### src/rtl/hshift_pkg.sv
// Shared types and default constants for the horizontal shift controller.
package hshift_pkg;

  typedef enum logic [1:0] {
    ST_IDLE     = 2'd0,
    ST_HOLD_DLY = 2'd1,
    ST_REPEAT   = 2'd2
  } state_t;

  typedef enum logic {
    DIR_LEFT  = 1'b0,
    DIR_RIGHT = 1'b1
  } dir_t;

  localparam int DEF_X_W         = 12;
  localparam int DEF_STEP        = 25;
  localparam int DEF_MAX_STEPS   = 11;
  localparam int DEF_REPEAT_DLY  = 8;
  localparam int DEF_REPEAT_RATE = 2;

endpackage

### src/rtl/hshift_repeat_timer.sv
// Tick-driven down-counter: load wins over decrement; done marks the tick
// that brings the count to zero.
module hshift_repeat_timer #(
  parameter int CNT_W = 4
) (
  input  logic             clk,
  input  logic             rst,
  input  logic             load,
  input  logic [CNT_W-1:0] load_val,
  input  logic             dec,
  output logic             done
);

  logic [CNT_W-1:0] cnt_q, cnt_d;

  // Next count: load has priority, decrement saturates at zero.
  always_comb begin
    cnt_d = cnt_q;
    if (load) begin
      cnt_d = load_val;
    end else if (dec && (cnt_q != '0)) begin
      cnt_d = cnt_q - CNT_W'(1);
    end
  end

  assign done = dec && (cnt_q <= CNT_W'(1));

  // Count register with synchronous reset.
  always_ff @(posedge clk) begin
    if (rst) cnt_q <= '0;
    else     cnt_q <= cnt_d;
  end

endmodule

### src/rtl/hshift_ctrl.sv
// Horizontal shift controller: button press steps the offset immediately,
// holding the button auto-repeats after a tick-counted delay.
//
//   state       | meaning
//   ST_IDLE     | waiting for a single clean press edge
//   ST_HOLD_DLY | button held, counting ticks before auto-repeat
//   ST_REPEAT   | auto-repeating one step every REPEAT_RATE ticks
module hshift_ctrl import hshift_pkg::*; #(
  parameter int X_W         = DEF_X_W,
  parameter int STEP        = DEF_STEP,
  parameter int MAX_STEPS   = DEF_MAX_STEPS,
  parameter int REPEAT_DLY  = DEF_REPEAT_DLY,
  parameter int REPEAT_RATE = DEF_REPEAT_RATE
) (
  input  logic                  clk,
  input  logic                  rst,
  input  logic                  tick,
  input  logic                  pause,
  input  logic                  center,
  input  logic                  left_btn,
  input  logic                  right_btn,
  output logic signed [X_W-1:0] pos_x,
  output logic                  face_right,
  output logic                  at_left_lim,
  output logic                  at_right_lim,
  output logic                  moving
);

  localparam int OFF_W   = $clog2(MAX_STEPS + 1) + 1;
  localparam int CNT_MAX = (REPEAT_DLY > REPEAT_RATE) ? REPEAT_DLY : REPEAT_RATE;
  localparam int CNT_W   = (CNT_MAX < 1) ? 1 : $clog2(CNT_MAX + 1);
  localparam logic signed [OFF_W-1:0] OFF_MAX = OFF_W'(MAX_STEPS);
  localparam logic signed [OFF_W-1:0] OFF_MIN = -OFF_MAX;

  // The largest offset must be representable in pos_x.
  if (STEP * MAX_STEPS > (2 ** (X_W - 1)) - 1) begin : g_bad_fit
    $error("hshift_ctrl: STEP*MAX_STEPS does not fit in signed X_W");
  end

  state_t                  state_q, state_d;
  dir_t                    dir_q, dir_d, step_dir;
  logic signed [OFF_W-1:0] off_q, off_d;
  logic                    face_q, face_d;
  logic                    left_q, right_q;
  logic                    rise_l, rise_r, dir_btn, other_btn, step_en;
  logic                    tmr_load, tmr_dec, tmr_done;
  logic [CNT_W-1:0]        tmr_val;

  assign rise_l    = left_btn & ~left_q;
  assign rise_r    = right_btn & ~right_q;
  assign dir_btn   = (dir_q == DIR_LEFT) ? left_btn : right_btn;
  assign other_btn = (dir_q == DIR_LEFT) ? right_btn : left_btn;

  // Next state, direction, facing and offset; center outranks pause and steps.
  always_comb begin
    state_d  = state_q;
    dir_d    = dir_q;
    face_d   = face_q;
    off_d    = off_q;
    step_en  = 1'b0;
    step_dir = dir_q;
    tmr_load = 1'b0;
    tmr_val  = '0;
    tmr_dec  = 1'b0;
    if (center) begin
      off_d    = '0;
      state_d  = ST_IDLE;
      tmr_load = 1'b1;
    end else if (!pause) begin
      case (state_q)
        ST_IDLE: begin
          if (rise_l && !right_btn) begin
            step_en  = 1'b1;
            step_dir = DIR_LEFT;
            dir_d    = DIR_LEFT;
            face_d   = 1'b0;
            tmr_load = 1'b1;
            tmr_val  = CNT_W'(REPEAT_DLY);
            state_d  = ST_HOLD_DLY;
          end else if (rise_r && !left_btn) begin
            step_en  = 1'b1;
            step_dir = DIR_RIGHT;
            dir_d    = DIR_RIGHT;
            face_d   = 1'b1;
            tmr_load = 1'b1;
            tmr_val  = CNT_W'(REPEAT_DLY);
            state_d  = ST_HOLD_DLY;
          end
        end
        ST_HOLD_DLY, ST_REPEAT: begin
          if (!dir_btn || other_btn) begin
            state_d = ST_IDLE;
          end else if (tick) begin
            tmr_dec = 1'b1;
            if (tmr_done) begin
              step_en  = 1'b1;
              tmr_load = 1'b1;
              tmr_val  = CNT_W'(REPEAT_RATE);
              state_d  = ST_REPEAT;
            end
          end
        end
        default: state_d = ST_IDLE;
      endcase
    end
    // Steps past the limit are dropped; sequencing carries on regardless.
    if (step_en) begin
      if (step_dir == DIR_LEFT && off_q != OFF_MAX) begin
        off_d = off_q + OFF_W'(1);
      end else if (step_dir == DIR_RIGHT && off_q != OFF_MIN) begin
        off_d = off_q - OFF_W'(1);
      end
    end
  end

  hshift_repeat_timer #(.CNT_W(CNT_W)) u_timer (
    .clk      (clk),
    .rst      (rst),
    .load     (tmr_load),
    .load_val (tmr_val),
    .dec      (tmr_dec),
    .done     (tmr_done)
  );

  // Control registers; button history samples every cycle, even when paused.
  always_ff @(posedge clk) begin
    if (rst) begin
      state_q <= ST_IDLE;
      dir_q   <= DIR_LEFT;
      face_q  <= 1'b1;
      off_q   <= '0;
      left_q  <= 1'b0;
      right_q <= 1'b0;
    end else begin
      state_q <= state_d;
      dir_q   <= dir_d;
      face_q  <= face_d;
      off_q   <= off_d;
      left_q  <= left_btn;
      right_q <= right_btn;
    end
  end

  assign pos_x        = X_W'(STEP * off_q);
  assign face_right   = face_q;
  assign at_left_lim  = (off_q == OFF_MAX);
  assign at_right_lim = (off_q == OFF_MIN);
  assign moving       = (state_q != ST_IDLE);

endmodule

### config.mk
export PLATFORM = sky130hd
export DESIGN_NAME = hshift_ctrl
export DESIGN_NICKNAME = d
export VERILOG_FILES = /design/src/rtl/hshift_pkg.sv /design/src/rtl/hshift_repeat_timer.sv /design/src/rtl/hshift_ctrl.sv
export SDC_FILE = /design/constraint.sdc
export NUM_CORES = 1
export LEC_CHECK = 0
export CAP_MARGIN = 10
export CORE_MARGIN = 3
export CORE_UTILIZATION = 57
export DETAILED_ROUTE_END_ITERATION = 8
export PLACE_DENSITY = 0.84
export SYNTH_ARGS = -nofsm -noshare
export SYNTH_HDL_FRONTEND = slang
export SYNTH_SLANG_ARGS = --single-unit
### constraint.sdc
create_clock -name clk -period 10.58 [get_ports clk]
set_clock_uncertainty 0.1 [all_clocks]
set_input_delay 2.116 -clock clk [delete_from_list [all_inputs] [get_ports clk]]
set_output_delay 2.116 -clock clk [all_outputs]
set_load 0.05 [all_outputs]
# Word-level counts from Yosys, hierarchy flattened
# Cells that the tools add are included.
# totals
elab_cells,90
inputBits,7
rom_bits,0
register_bits,15
latch_bits,0
ramBits,0
n_memories,0
# classes
mul,1
addsub,3
n_div,0
mux,43
reduce_logical,19
magnitude_cmp,1
n_bitwise,7
n_eq_ne,9
shift,0
# ops
cell,count
4-bit 2-to-1 mux,6
1-bit 2-to-1 mux,22
5-bit 2-to-1 mux,4
2-bit 2-to-1 mux,8
"6-bit by 5-bit multiplier with 11-bit output, first input constant",1
"5-bit equality test, second input constant",2
"5-bit != test, second input constant",2
"3-bit != test, second input constant",3
4-bit case mux with 2 select lines,1
4-bit AND reduction,2
1-bit logical AND,6
2-bit nonzero test,3
"5-bit by 2-bit adder with 5-bit output, second input constant",1
1-bit inverter,5
"5-bit by 2-bit subtractor with 5-bit output, second input constant",1
"4-bit by 1-bit <= comparator with 1-bit output, second input constant",1
2-bit case mux with 2 select lines,1
4-bit nonzero test,1
2-bit OR reduction,2
"4-bit by 1-bit subtractor with 4-bit output, second input constant",1
1-bit zero test,3
1-bit AND,2
"2-bit by 1-bit equality test with 1-bit output, second input constant",1
"2-bit equality test, second input constant",1
other kinds (3),3

# Logic depth before layout (Yosys ltp)
# depth
ltp_word,15
ltp_mapped,11

# Hierarchy
# Synthesis repeated with hierarchy kept, for this count alone.
# hier_totals
cells_unflattened,179
area_unflattened_um2,1522.7
# modules_own_cells
module,area_each_um2,instances,cells_per_inst
hshift_ctrl,1237.4,1,146
hshift_repeat_timer,285.3,1,33

# Least setup slack after synthesis
# No wires, ideal clock.
# synth_path
path_kind,register to output
start,register off_q[2]
end,output pos_x[11]
arrival_ns,3.870
n_path_buf,1
setup_slack_ns,4.494
required_time_ns,8.364
path_stages_with_launch,12
path_cell_list,dfxtp_1 > inv_1 > fa_1 > inv_1 > ha_1 > ha_1 > ha_1 > a21o_1 > a21oi_1 > nor2b_1 > nor3_1 > buf_4
# synth_between
elab_chain_cells,1
# synth_rtl
item,line_no,source
start: declaration,hshift_ctrl.sv:42,"logic signed [OFF_W-1:0] off_q, off_d;"
start signal: assignment,hshift_ctrl.sv:131,off_q <= '0;
start signal: assignment,hshift_ctrl.sv:138,off_q <= off_d;
6-bit by 5-bit multiplier with 11-bit output,hshift_ctrl.sv:144,assign pos_x = X_W'(STEP * off_q);
end: declaration,hshift_ctrl.sv:22,"output logic signed [X_W-1:0] pos_x,"
# Every way passes these cells.

# Final worst setup path
# Ends and elaborated chain as after synthesis.

==> flow_metrics.py <==
metrics = {
    "timing": {
        "fin_crit_ps": 6180,
        "rsz0062_at_grt": "no",
        "setup_viol": 0,
        "max_slew_margin": 0.469,
        "min_period_over_period": 0.584,
        "hold_violations": 0,
        "setup_tns_ps": 0,
        "tightest_slew_ps": 792,
        "max_freq_mhz": 162,
        "finalMaxSlewViolations": 0,
    },
    "drt": {
        "vias": 1260,
        "via_per_inst": 5.92,
        "drtAntennaViolNets": 0,
        "drtIter0Drc": 48,
        "drc_errors": 0,
        "drtPass1Iterations": 4,
        "wl_per_cell_um": 14.8,
        "drt-total-wl_um": 3160,
    },
    "logic_synthesis": {
        "synthArstFlopShare": 0,
        "netlist-cell-type-count": 39,
        "synth_edf_count": 0,
        "synth_area_um2": 1420,
        "syn_avg_cell_area_um2": 8.60,
        "synth_cells": 165,
        "ys_ff_latch": 15,
        "synthFlopType": "dfxtp_1",
        "yosys_warnings": 0,
        "syn_nets": 197,
        "yosysSeqAreaShare": 0.212,
    },
    "clock_tree": {
        "cts_buffer_depth": 2,
        "cts_hold_buffers": 0,
        "cts_resized": 0,
        "htree_levels": 1,
        "cts_sinks": 15,
        "cts_setup_buffers": 0,
        "cts_buffers": 3,
        "path_clk_slew_ps": 100,
        "cts-root-buf": "clkbuf_4",
        "cts_tree": "done",
        "clk_latency_ps": 300,
    },
    "pwr": {
        "p_leak_nw": 0.742,
        "total_power_mw": 0.120,
        "clock_power_share": 0.300,
        "intPower_mw": 0.0824,
        "p_per_area_nw_per_um2": 72.1,
        "irDropWorstVdd_mv": 0.0824,
        "sequentialPowerShare": 0.495,
        "p_comb_frac": 0.205,
        "switching_power_mw": 0.0375,
        "switching_share": 0.313,
    },
    "outcome": {
        "status": "finished clean",
    },
    "floorplan": {
        "core-area_um2": 2280,
        "start_util": 0.623,
        "dieHeight_um": 55.9,
        "rows": 17,
        "io_pins": 23,
        "die_x_um": 55.9,
        "dieArea_um2": 3120,
    },
    "place": {
        "gp_congestion": 0.863,
        "hpwl_um": 2460,
        "portBuffers": 22,
    },
    "critical_path": {
        "required_ps": 8360,
        "critical_path.max_stage_delay_ps": 850,
        "crit_path_start_kind": "flop",
        "critical_path_class": "flop to output pin",
        "path_common_cell": "ha_1",
        "crit_path_top_delay_cell": "clkdlybuf4s50_1",
        "end_kind": "output pin",
        "critPathMaxFanout": 9,
        "crit_start": "off_q[2]$_SDFF_PP0_",
        "arrival_ps": 3970,
        "r2r-start": "state_q[0]$_SDFFE_PP0P_",
        "cp_cell_sequence": "inv_1 -> fa_1 -> inv_1 -> ha_1 -> ha_1 -> ha_1 -> a21o_1 -> a21oi_1 -> nor2b_1 -> nor3_1 -> clkdlybuf4s50_1",
    },
    "global_routing": {
        "grt_pass1_vias": 1246,
        "use_met3": 0.0510,
        "gr-usage-met1": 0.287,
        "grt_use_total": 0.216,
        "grt_most_used_layer": "met2",
        "met2_usage": 0.343,
        "grt_max_degree": 12,
        "grt_pass1_wl_um": 5530,
        "overflow": 0,
        "grt_antenna_before_repair": 0,
    },
    "finish": {
        "syn2layout_area_growth_pct": 17.1,
        "antenna_cells": 0,
        "drive_above_1_share": 0.0649,
        "final_nets": 218,
    },
    "min_path": {
        "hold_start": "state_q[0]$_SDFFE_PP0P_",
        "hold_class": "flop to flop",
    },
    "run": {
        "maxCapViolations": 0,
    },
}
-- power groups by stage --
stage	combinational, mW	sequential (mW)	clock, mW
floorplan	0.0167	0.0606	0
global placement	0.0236	0.0606	0
detailed placement	0.0243	0.0606	0
CTS	0.0244	0.0593	0.0363
global route	0.0268	0.0596	0.0382
finish	0.0246	0.0593	0.0360
-- cell usage after synthesis (all sizes together) (2+ instances only) --
library cell,number,area [um2]
a221oi,6,52.6
nand4bb,2,22.5
a21oi,12,60.1
nor2,10,37.5
nand2,12,45.0
a21o,3,22.5
inv,22,82.6
xnor2,5,43.8
a211o,2,17.5
fa,4,80.1
nand3,6,30.0
buf,5,35.0
mux2i,4,40.0
o2111ai,2,17.5
nor2b,3,18.8
nand4,2,12.5
dfxtp,15,300
ha,21,263
o21bai,2,15.0
nor3b,3,37.5
o21ai,5,25.0
nor3,4,20.0
-- cells in the final DEF, fill, tap and decap left out, drive strengths merged, types with 2 or more instances in the layout --
| master | count |
|---|---|
| a211o | 2 |
| a21o | 3 |
| a21oi | 12 |
| a221oi | 6 |
| clkbuf | 4 |
| clkdlybuf4s50 | 22 |
| dfxtp | 15 |
| fa | 4 |
| ha | 21 |
| inv | 22 |
| mux2i | 4 |
| nand2 | 12 |
| nand3 | 6 |
| nand4 | 2 |
| nand4bb | 2 |
| nor2 | 10 |
| nor2b | 3 |
| nor3 | 4 |
| nor3b | 3 |
| o2111ai | 2 |
| o21ai | 5 |
| o21bai | 2 |
| xnor2 | 5 |
-- worst max-delay path: cells and delay by family (launching register included) --
| kind | cells | cell delay, ps |
|---|---|---|
| adders and majority gates | 4 | 1420 |
| AOI/OAI and AO/OA | 2 | 410 |
| and+or+nand+nor | 2 | 300 |
| DFF | 1 | 490 |
| buffers and inverters | 3 | 1040 |
-- layer usage --
layer	up-vias	routed length [um]	share of wire
li1	625	-	-
met1	591	1450	0.46
met2	36	1460	0.46
met3	8	187	0.059
met4	0	56	0.018
met5	-	0	0
-- state kept, by name, summed over array words and instances (netlist names) --
register and count:
right_q 1, off_q 5, u_timer.cnt_q 4, dir_q 1, left_q 1, face_right 1
state_q 2
-- cells by family (layout without fill, tap and decap cells) --
| logic type | Yosys count | in the layout | share of synthesized area |
|---|---|---|---|
| compound gates | 38 | 38 | 0.198 |
| buf+inv | 28 | 48 | 0.0855 |
| simple gates | 49 | 49 | 0.197 |
| xor+xnor | 5 | 5 | 0.0309 |
| mux | 5 | 5 | 0.0362 |
| fa+ha+maj | 25 | 25 | 0.242 |
| flops | 15 | 15 | 0.212 |
-- final cells by class --
type	count	area (um2)
tap	28	35.0
inverter	22	82.6
sequential	15	300
fill	167	614
timing repair buffer	22	220
multi-input combinational	122	997
clock buffer	4	26.3
-- per-stage QoR --
step	setup slack [ps]	hold WS, ps	instances	utilization	area (um2)
3_3_place_gp	4860	383	209	0.719	1640
4_1_cts	4370	425	213	0.730	1660
5_1_grt	4200	448	213	0.730	1660
6_report	4400	432	213	0.730	1660
2_1_floorplan	4490	372	165	-	1420
3_5_place_dp	4730	411	209	0.719	1640
-- final timing paths --
path	slack, ps	cells past startpoint	end
worst min-delay path	430	2	state_q[0]$_SDFFE_PP0P_
worst max-delay path	4400	11	pos_x[11]
worst min register to register	430	2	state_q[0]$_SDFFE_PP0P_
worst max register to register	7910	7	off_q[0]$_SDFF_PP0_
No activity file was read; power rests on OpenSTA's default activity.
